--- config.mk ---
export PLATFORM = sky130hd
export DESIGN_NAME = nf10_output_distributor_flat
export DESIGN_NICKNAME = d
export VERILOG_FILES = /design/src/rtl/nf10_output_distributor_if.sv /design/src/rtl/nf10_output_distributor.sv /design/src/flat_wrapper.sv
export SDC_FILE = /design/constraint.sdc
export NUM_CORES = 1
export LEC_CHECK = 0
export CAP_MARGIN = 10
export CORE_AREA = 2 2 648 650
export DETAILED_ROUTE_END_ITERATION = 12
export DIE_AREA = 0 0 650 652
export PLACE_DENSITY = 0.3
export RECOVER_POWER = 100
export SYNTH_ARGS = -nofsm -noshare
export SYNTH_HDL_FRONTEND = slang
export SYNTH_SLANG_ARGS = --single-unit
--- constraint.sdc ---
create_clock -name axi_aclk -period 40.7 [get_ports axi_aclk]
set_input_delay 8.14 -clock axi_aclk [delete_from_list [all_inputs] [get_ports axi_aclk]]
set_output_delay 8.14 -clock axi_aclk [all_outputs]
set_load 0.01 [all_outputs]
--- src/rtl/nf10_output_distributor_if.sv ---
// AXI4-Stream bundle used for the distributor's slave input and each of its master outputs.
interface nf10_output_distributor_if #(
    parameter int unsigned DataWidth  = 256,
    parameter int unsigned TuserWidth = 128
);
    logic [DataWidth-1:0]   tdata;
    logic [DataWidth/8-1:0] tstrb;
    logic [TuserWidth-1:0]  tuser;
    logic                   tvalid;
    logic                   tready;
    logic                   tlast;

    modport master (output tdata, tstrb, tuser, tvalid, tlast, input tready);
    modport slave  (input tdata, tstrb, tuser, tvalid, tlast, output tready);
endinterface

--- src/rtl/nf10_output_distributor.sv ---
// One-to-three AXI4-Stream packet distributor with multicast, steered by the first word's tuser.
// Define NF10_OUTPUT_DISTRIBUTOR_DROP_EN to drop zero-destination packets instead of sending to port 0.
module nf10_output_distributor #(
    parameter int unsigned C_M_AXIS_DATA_WIDTH  = 256,
    parameter int unsigned C_S_AXIS_DATA_WIDTH  = 256,
    parameter int unsigned C_M_AXIS_TUSER_WIDTH = 128,
    parameter int unsigned C_S_AXIS_TUSER_WIDTH = 128,
    parameter int unsigned NUM_QUEUES           = 3,
    parameter int unsigned C_DST_OFFSET         = 24
) (
    input  logic                             axi_aclk,
    input  logic                             axi_reset,
    nf10_output_distributor_if.slave         s_axis,
    nf10_output_distributor_if.master        m_axis_0,
    nf10_output_distributor_if.master        m_axis_1,
    nf10_output_distributor_if.master        m_axis_2
);
    localparam int unsigned DW = C_S_AXIS_DATA_WIDTH;
    localparam int unsigned UW = C_S_AXIS_TUSER_WIDTH;

    if (C_M_AXIS_DATA_WIDTH != C_S_AXIS_DATA_WIDTH ||
        C_M_AXIS_TUSER_WIDTH != C_S_AXIS_TUSER_WIDTH || NUM_QUEUES != 3) begin : g_bad_cfg
        $error("nf10_output_distributor: unsupported parameter set");
    end

`ifdef NF10_OUTPUT_DISTRIBUTOR_DROP_EN
    typedef enum logic [1:0] {StIdle, StPkt, StDrop} state_e;
`else
    typedef enum logic [0:0] {StIdle, StPkt} state_e;
`endif

    state_e          state_q, state_d;
    logic [DW-1:0]   data_q;
    logic [DW/8-1:0] strb_q;
    logic [UW-1:0]   user_q;
    logic            last_q;
    logic            hold_valid_q, hold_valid_d;
    logic [2:0]      pending_q, pending_d;
    logic [2:0]      dest_q, dest_d;

    logic [2:0]      m_tready, m_tvalid, out_accept;
    logic [2:0]      dst_field, dest_sel;
    logic            retire, in_drop, drop_word, s_tready, s_accept, load;

    assign m_tready   = {m_axis_2.tready, m_axis_1.tready, m_axis_0.tready};
    assign m_tvalid   = {3{hold_valid_q}} & pending_q;
    assign out_accept = m_tvalid & m_tready;
    // The held word retires once every output it still owes has accepted, possibly this cycle.
    assign retire     = hold_valid_q & ((pending_q & ~out_accept) == 3'b000);
    assign dst_field  = s_axis.tuser[C_DST_OFFSET +: NUM_QUEUES];

`ifdef NF10_OUTPUT_DISTRIBUTOR_DROP_EN
    assign in_drop = (state_q == StDrop);
`else
    assign in_drop = 1'b0;
`endif

    assign s_tready = ~axi_reset & (in_drop | ~hold_valid_q | retire);
    assign s_accept = s_axis.tvalid & s_tready;
    assign load     = s_accept & ~in_drop & ~drop_word;

    always_comb begin
        state_d   = state_q;
        dest_d    = dest_q;
        dest_sel  = dest_q;
        drop_word = 1'b0;
        unique case (state_q)
            StIdle: begin
                dest_sel = dst_field;
                if (dst_field == 3'b000) begin
`ifdef NF10_OUTPUT_DISTRIBUTOR_DROP_EN
                    drop_word = 1'b1;
`else
                    dest_sel  = 3'b001;
`endif
                end
                if (s_accept) begin
                    dest_d = dest_sel;
                    if (!s_axis.tlast) begin
`ifdef NF10_OUTPUT_DISTRIBUTOR_DROP_EN
                        state_d = drop_word ? StDrop : StPkt;
`else
                        state_d = StPkt;
`endif
                    end
                end
            end
            StPkt: begin
                if (s_accept && s_axis.tlast) state_d = StIdle;
            end
`ifdef NF10_OUTPUT_DISTRIBUTOR_DROP_EN
            StDrop: begin
                if (s_accept && s_axis.tlast) state_d = StIdle;
            end
`endif
            default: state_d = StIdle;
        endcase
    end

    always_comb begin
        hold_valid_d = hold_valid_q;
        pending_d    = pending_q & ~out_accept;
        if (retire) begin
            hold_valid_d = 1'b0;
            pending_d    = 3'b000;
        end
        if (load) begin
            hold_valid_d = 1'b1;
            pending_d    = dest_sel;
        end
    end

    always_ff @(posedge axi_aclk) begin
        if (axi_reset) begin
            state_q      <= StIdle;
            hold_valid_q <= 1'b0;
            pending_q    <= 3'b000;
            dest_q       <= 3'b000;
        end else begin
            state_q      <= state_d;
            hold_valid_q <= hold_valid_d;
            pending_q    <= pending_d;
            dest_q       <= dest_d;
        end
    end

    // Payload needs no reset: it is only observable while hold_valid_q is set.
    always_ff @(posedge axi_aclk) begin
        if (load) begin
            data_q <= s_axis.tdata;
            strb_q <= s_axis.tstrb;
            user_q <= s_axis.tuser;
            last_q <= s_axis.tlast;
        end
    end

    assign s_axis.tready = s_tready;

    assign m_axis_0.tdata  = data_q;
    assign m_axis_0.tstrb  = strb_q;
    assign m_axis_0.tuser  = user_q;
    assign m_axis_0.tlast  = last_q;
    assign m_axis_0.tvalid = m_tvalid[0];

    assign m_axis_1.tdata  = data_q;
    assign m_axis_1.tstrb  = strb_q;
    assign m_axis_1.tuser  = user_q;
    assign m_axis_1.tlast  = last_q;
    assign m_axis_1.tvalid = m_tvalid[1];

    assign m_axis_2.tdata  = data_q;
    assign m_axis_2.tstrb  = strb_q;
    assign m_axis_2.tuser  = user_q;
    assign m_axis_2.tlast  = last_q;
    assign m_axis_2.tvalid = m_tvalid[2];
endmodule

--- src/flat_wrapper.sv ---
// flat-port wrapper written by rule: the top's interface ports become plain ports
module nf10_output_distributor_flat 
#(
    parameter int unsigned C_M_AXIS_DATA_WIDTH  = 256,
    parameter int unsigned C_S_AXIS_DATA_WIDTH  = 256,
    parameter int unsigned C_M_AXIS_TUSER_WIDTH = 128,
    parameter int unsigned C_S_AXIS_TUSER_WIDTH = 128,
    parameter int unsigned NUM_QUEUES           = 3,
    parameter int unsigned C_DST_OFFSET         = 24
)
  (axi_aclk, axi_reset, s_axis_tdata, s_axis_tstrb, s_axis_tuser, s_axis_tvalid, s_axis_tlast, s_axis_tready, m_axis_0_tdata, m_axis_0_tstrb, m_axis_0_tuser, m_axis_0_tvalid, m_axis_0_tlast, m_axis_0_tready, m_axis_1_tdata, m_axis_1_tstrb, m_axis_1_tuser, m_axis_1_tvalid, m_axis_1_tlast, m_axis_1_tready, m_axis_2_tdata, m_axis_2_tstrb, m_axis_2_tuser, m_axis_2_tvalid, m_axis_2_tlast, m_axis_2_tready);
  nf10_output_distributor_if #(.DataWidth((256)), .TuserWidth((128))) s_axis_i ();
  nf10_output_distributor_if #(.DataWidth((256)), .TuserWidth((128))) m_axis_0_i ();
  nf10_output_distributor_if #(.DataWidth((256)), .TuserWidth((128))) m_axis_1_i ();
  nf10_output_distributor_if #(.DataWidth((256)), .TuserWidth((128))) m_axis_2_i ();
  input  logic axi_aclk;
  input  logic axi_reset;
  input wire logic [$bits(s_axis_i.tdata)-1:0] s_axis_tdata;
  input wire logic [$bits(s_axis_i.tstrb)-1:0] s_axis_tstrb;
  input wire logic [$bits(s_axis_i.tuser)-1:0] s_axis_tuser;
  input wire logic [$bits(s_axis_i.tvalid)-1:0] s_axis_tvalid;
  input wire logic [$bits(s_axis_i.tlast)-1:0] s_axis_tlast;
  output wire logic [$bits(s_axis_i.tready)-1:0] s_axis_tready;
  output wire logic [$bits(m_axis_0_i.tdata)-1:0] m_axis_0_tdata;
  output wire logic [$bits(m_axis_0_i.tstrb)-1:0] m_axis_0_tstrb;
  output wire logic [$bits(m_axis_0_i.tuser)-1:0] m_axis_0_tuser;
  output wire logic [$bits(m_axis_0_i.tvalid)-1:0] m_axis_0_tvalid;
  output wire logic [$bits(m_axis_0_i.tlast)-1:0] m_axis_0_tlast;
  input wire logic [$bits(m_axis_0_i.tready)-1:0] m_axis_0_tready;
  output wire logic [$bits(m_axis_1_i.tdata)-1:0] m_axis_1_tdata;
  output wire logic [$bits(m_axis_1_i.tstrb)-1:0] m_axis_1_tstrb;
  output wire logic [$bits(m_axis_1_i.tuser)-1:0] m_axis_1_tuser;
  output wire logic [$bits(m_axis_1_i.tvalid)-1:0] m_axis_1_tvalid;
  output wire logic [$bits(m_axis_1_i.tlast)-1:0] m_axis_1_tlast;
  input wire logic [$bits(m_axis_1_i.tready)-1:0] m_axis_1_tready;
  output wire logic [$bits(m_axis_2_i.tdata)-1:0] m_axis_2_tdata;
  output wire logic [$bits(m_axis_2_i.tstrb)-1:0] m_axis_2_tstrb;
  output wire logic [$bits(m_axis_2_i.tuser)-1:0] m_axis_2_tuser;
  output wire logic [$bits(m_axis_2_i.tvalid)-1:0] m_axis_2_tvalid;
  output wire logic [$bits(m_axis_2_i.tlast)-1:0] m_axis_2_tlast;
  input wire logic [$bits(m_axis_2_i.tready)-1:0] m_axis_2_tready;
  assign s_axis_i.tdata = s_axis_tdata;
  assign s_axis_i.tstrb = s_axis_tstrb;
  assign s_axis_i.tuser = s_axis_tuser;
  assign s_axis_i.tvalid = s_axis_tvalid;
  assign s_axis_i.tlast = s_axis_tlast;
  assign s_axis_tready = s_axis_i.tready;
  assign m_axis_0_tdata = m_axis_0_i.tdata;
  assign m_axis_0_tstrb = m_axis_0_i.tstrb;
  assign m_axis_0_tuser = m_axis_0_i.tuser;
  assign m_axis_0_tvalid = m_axis_0_i.tvalid;
  assign m_axis_0_tlast = m_axis_0_i.tlast;
  assign m_axis_0_i.tready = m_axis_0_tready;
  assign m_axis_1_tdata = m_axis_1_i.tdata;
  assign m_axis_1_tstrb = m_axis_1_i.tstrb;
  assign m_axis_1_tuser = m_axis_1_i.tuser;
  assign m_axis_1_tvalid = m_axis_1_i.tvalid;
  assign m_axis_1_tlast = m_axis_1_i.tlast;
  assign m_axis_1_i.tready = m_axis_1_tready;
  assign m_axis_2_tdata = m_axis_2_i.tdata;
  assign m_axis_2_tstrb = m_axis_2_i.tstrb;
  assign m_axis_2_tuser = m_axis_2_i.tuser;
  assign m_axis_2_tvalid = m_axis_2_i.tvalid;
  assign m_axis_2_tlast = m_axis_2_i.tlast;
  assign m_axis_2_i.tready = m_axis_2_tready;
  nf10_output_distributor #(.C_M_AXIS_DATA_WIDTH(C_M_AXIS_DATA_WIDTH), .C_S_AXIS_DATA_WIDTH(C_S_AXIS_DATA_WIDTH), .C_M_AXIS_TUSER_WIDTH(C_M_AXIS_TUSER_WIDTH), .C_S_AXIS_TUSER_WIDTH(C_S_AXIS_TUSER_WIDTH), .NUM_QUEUES(NUM_QUEUES), .C_DST_OFFSET(C_DST_OFFSET)) u_core (.axi_aclk(axi_aclk), .axi_reset(axi_reset), .s_axis(s_axis_i), .m_axis_0(m_axis_0_i), .m_axis_1(m_axis_1_i), .m_axis_2(m_axis_2_i));
endmodule
### After elaboration in Yosys (flattened, before gate mapping)

Cells that the tools add are included.
Widths: inputs -> output; s select.

* add/subtract/negate cells: 0
* multiply operators: 0
* divide/modulo/power cells: 0
* $lt $le $gt $ge: 0
* equal/unequal tests: 0
* shift operators: 0
* muxes and demuxes: 10
* bitwise operators: 11
* reductions and logical operators: 5

Operators by type and width (count)
* $mux 3: 4
* $and 3x3->3: 3
* $logic_not 3->1: 2
* $mux 1: 5
* $and 1x1->1: 3
* $not 1->1: 3
* $not 3->3: 1
* $pmux 1 s2: 1
* $reduce_and 2->1: 1
* $reduce_bool 2->1: 1
* $logic_and 1x1->1: 1
* $or 1x1->1: 1

* bits in registers: 425
* latch bits: 0
* bits in writable memories: 0
* ROM bits: 0
* output and inout bits: 1255
* memories kept: 0

### Depth between registers and ports, before layout

* depth in word-level cells: 12
* gate-level depth with buffers: 4
* gate-level depth less buffers: 4

### Worst setup path before layout

OpenSTA, ideal clock, no wires.

* path type: input -> register
* from: in axi_reset
* to: reg u_core.data_q[0] (netlist: u_core.m_axis_0.tdata[0]), enable pin
* setup time: 1.714 ns
* data arrival time: 36.705 ns
* required time: 38.986 ns
* slack: 2.281 ns
* stages on the path: 1
* cells stage by stage: nor3_1

* longest elaborated chain between the ends: 3

RTL lines
* start, declared: line flat_wrapper.sv:17 `input logic axi_reset;`
* $not 1->1: line nf10_output_distributor.sv:58 `assign s_tready = ~axi_reset & (in_drop | ~hold_valid_q | retire);`
* $and 1x1->1: line nf10_output_distributor.sv:58
* $and 1x1->1: line nf10_output_distributor.sv:59 `assign s_accept = s_axis.tvalid & s_tready;`
* end signal, assigned: line nf10_output_distributor.sv:130 `data_q <= s_axis.tdata;`
* end, declared: line nf10_output_distributor.sv:33 `logic [DW-1:0] data_q;`

Every way passes these cells.
A chain may end at the register's enable or synchronous reset.

### Worst setup path after layout

* from: in m_axis_2_tready
* to: out s_axis_tready

* longest elaborated chain between the ends: 7

RTL lines
* start, declared: line flat_wrapper.sv:41 `input wire logic [$bits(m_axis_2_i.tready)-1:0] m_axis_2_tready;`
* $and 3x3->3: line nf10_output_distributor.sv:47 `assign out_accept = m_tvalid & m_tready;`
* $not 3->3: line nf10_output_distributor.sv:49 `assign retire = hold_valid_q & ((pending_q & ~out_accept) == 3'b000);`
* $and 3x3->3: line nf10_output_distributor.sv:49
* $logic_not 3->1: line nf10_output_distributor.sv:49
* $and 1x1->1: line nf10_output_distributor.sv:49
* $or 1x1->1: line nf10_output_distributor.sv:58
* $and 1x1->1: line nf10_output_distributor.sv:58
* end, declared: line flat_wrapper.sv:23 `output wire logic [$bits(s_axis_i.tready)-1:0] s_axis_tready;`

Every way passes these cells.

==> flow_summary.yaml <==
clocking:
  cts_setup_buffers: 0
  ctsHoldBuffers: 0
  clock-sinks: 425
  clk_pin_slew_ps: 60
  ctsResizeCount: 0
  root_buffer: "clkbuf_16"
  h-tree-depth: 3
  cts_tree: "yes"
  cts_buffer_depth: 4
  worstSkewPairLatency_ps: 790
  cts_made_buffers: 74
logic_synthesis:
  yosysWarningCount: 0
  yosys.cell_types.count: 26
  synth-seq-area-share: 0.6586
  syn_nets: 1729
  synth-main-ff-cell: "edfxtp_1"
  yosysTopAreaCell: "edfxtp_1"
  syn_area_sq_um: 19260
  synth_edf_count: 417
  synth_top_area_frac: 0.6503
  synth_area_leaders: "edfxtp_1 (65%), buf_4 (33%), dfxtp_1 (0.83%), mux2i_1 (0.21%), nand2_1 (0.18%)"
  async_flop_share: 0
  syn_avg_cell_area_sq_um: 14.75
  syn-instance-count: 1306
  ys_seq_elements: 425
detailed_routing:
  drc: 0
  drtIter0Drc: 1213
  ant_nets: 0
  wire_per_inst_um: 32.79
  vias: 15996
  vias_per_cell: 1.981
  routed_wl_mm: 264.7
  first_pass_iters: 7
critical_path:
  rrSetupSlack_ps: 31520
  endpoint: "s_axis_tready"
  critPathCaptureType: "output pin"
  critPathMaxFanout: 4
  cp_common_cell: "dlygate4sd3_1"
  r2r_start: "u_core.pending_q[2]"
  criticalPathCategory: "in2out"
  startpoint_type: "input pin"
  crit_path_start: "m_axis_2_tready"
  worstPathArrival_ps: 10340
  crit_chain: "dlygate4sd3_1 -> nor2b_1 -> o21ai_0 -> and3_1 -> dlygate4sd3_1"
  cp_slowest_cell: "dlygate4sd3_1"
  r2r_end: "u_core.m_axis_0.tdata[192]"
  rr_worst_depth: 6
  required_ps: 32560
  cpPeakStageDelay_ps: 670
timing:
  drv_slew: 433
  max_slew_margin: -1.892
  finClkSkew_ps: 65.45
  tightest_slew_ps: 4338
  setup_tns_ps: 0
  setup_viol: 0
  fmax_ghz: 0.05410
  hold_viol: 0
  post-route-period-util: 0.4541
  layout_min_cycle_time_ps: 18480
  fin_ws_ps: 22220
  grt_setup_unrepaired: "no"
power:
  ir_drop_mv: 0.02694
  p_leak_uw: 0.01224
  p_per_area_nw_per_um2: 35.28
grt:
  grt_max_degree: 74
  gr-total-overflow: 0
  grt.total_usage: 0.1199
  antenna_found_initial: 336
  grt_pass1_vias: 14241
  grt_pass1_wl_mm: 296.7
floorplan:
  io_pins: 1678
  die_w_um: 650
  die_y_um: 652
  die_area_sq_um: 423800
  rows: 237
  start_util: 0.04629
  core_sq_um: 416000
placed_design:
  dpl.cell_count: 7667
  place_area_sq_um: 36830
  hpwlAfterDp_mm: 241.2
  portBuffers: 1677
  dp_worst_setup_slack_ps: 22530
  gp_congestion: 0.8961
layout:
  area_growth_pct: 106.6
  layout.cells.non_filler: 8073
  drive_above_1_share: 0.04959
  fillers: 47741
  multi_input_area_sq_um: 282.8
  seqCellArea_sq_um: 12680
  fin_nets: 2669
  final_area_sq_um: 39780
  post-route-util: 0.09562
worst_hold_path:
  min_path_cells: 2
  min_path_type: "reg2reg"
outcome:
  violations: "capacitance limit, slew limit"
  status: "complete, but fails checks"
job:
  drv_cap: 9
[per-layer routing]
| metal | wire length (um) | GRT usage | vias up |
|---|---|---|---|
| met2 | 122200 | 0.1995 | 1756 |
| met5 | 1059 | 0 | - |
| met1 | 89520 | 0.1221 | 7535 |
| met3 | 41850 | 0.08274 | 696 |
| li1 | - | - | 5869 |
| met4 | 10080 | 0.02864 | 140 |
[registers in the layout, indices dropped and copies added, names as in the netlist, named ones only]
signal,cells
u_core.dest_q,3
u_core.hold_valid_q,1
u_core.m_axis_0.tdata,256
u_core.m_axis_0.tlast,1
u_core.m_axis_0.tstrb,32
u_core.m_axis_0.tuser,128
u_core.pending_q,3
[cell usage after synthesis (2+ instances only)]
cell type / n
a21oi_1: 5
buf_4: 834
o211ai_1: 2
edfxtp_1: 417
nand2_1: 9
and2_1: 3
nor2b_4: 2
inv_1: 2
mux2_1: 2
dfxtp_1: 8
nor2_1: 2
nand3_1: 3
mux2i_1: 4
[worst max-delay path, delay by kind of cell]
| family | cells | cell delay, ps |
|---|---|---|
| compound gates | 1 | 400 |
| buf+inv | 2 | 1240 |
| simple gates | 2 | 550 |
[cells by family after synthesis]
kind of cell / count (synthesis) / synth area share
AOI/OAI and AO/OA: 13 / 0.004612
muxes: 6 / 0.003249
buffers and inverters: 837 / 0.3258
and+or+nand+nor: 25 / 0.007798
DFF: 425 / 0.6586
[stage by stage]
| step | power, uW | hold WS, ps |
|---|---|---|
| floorplan | 633.0 | 429.6 |
| global placement | 799.7 | 444.8 |
| detailed placement | 798.7 | 450.8 |
| CTS | 1493 | 468.0 |
| global route | 1471 | 494.0 |
| finish | 1403 | 464.5 |
[area by class of cell]
type / count / share of cell area
clock buffers: 81 / 0.04721
multi-input cells: 44 / 0.007108
clock inverters: 48 / 0.01230
flip-flops and latches: 425 / 0.3188
diodes: 277 / 0.01742
well taps: 5497 / 0.1729
inverters: 2 / 0.0001887
repair buffers: 1699 / 0.4241
[power breakdown]
part | switching (uW) | internal [uW]
sequential | 52.4 | 509
clock | 274 | 380
combinational | 95.5 | 93.3
total | 422 | 982
[how the worst min path moves through the flow]
stage                           startpoint               end  slack, ps
after CTS                 u_core.dest_q[0]  u_core.dest_q[0]        470
after global placement    u_core.dest_q[0]  u_core.dest_q[0]        440
after detailed placement  u_core.dest_q[0]  u_core.dest_q[0]        450
after floorplan           u_core.dest_q[0]  u_core.dest_q[0]        430
after global routing      u_core.dest_q[1]  u_core.dest_q[1]        490
final                     u_core.dest_q[0]  u_core.dest_q[0]        460
[cell usage in the layout (no fill, tap or decap)]
cell             Yosys  layout
dfxtp_1              8       8
nor2b_4              2       1
mux2_1               2       2
o211ai_1             2       2
nor3_1               1       2
mux2i_1              4       4
clkdlybuf4s50_1      0      18
nand2_1              9       9
dlygate4sd3_1        0    1659
nand2b_1             1       1
and2_0               0       2
and3_1               1       1
bufinv_16            0       7
clkbuf_16            0      74
o311ai_0             1       1
nand3_1              3       3
o21ai_0              1       2
inv_1                2       2
o21a_4               1       1
o31ai_1              1       1
nor2b_1              1       2
clkinv_4             0       8
inv_6                0       7
clkbuf_1             0      28
clkinv_8             0       1
buf_4              834       1
a211oi_1             1       1
diode_2              0     277
clkinv_2             0       6
clkinv_1             0      11
edfxtp_1           417     417
clkinvlp_4           0       8
and2_1               3       1
a21oi_1              5       5
nand3b_1             1       1
nor2_1               2       2
Note: power is estimated with default switching activity, not from simulation.
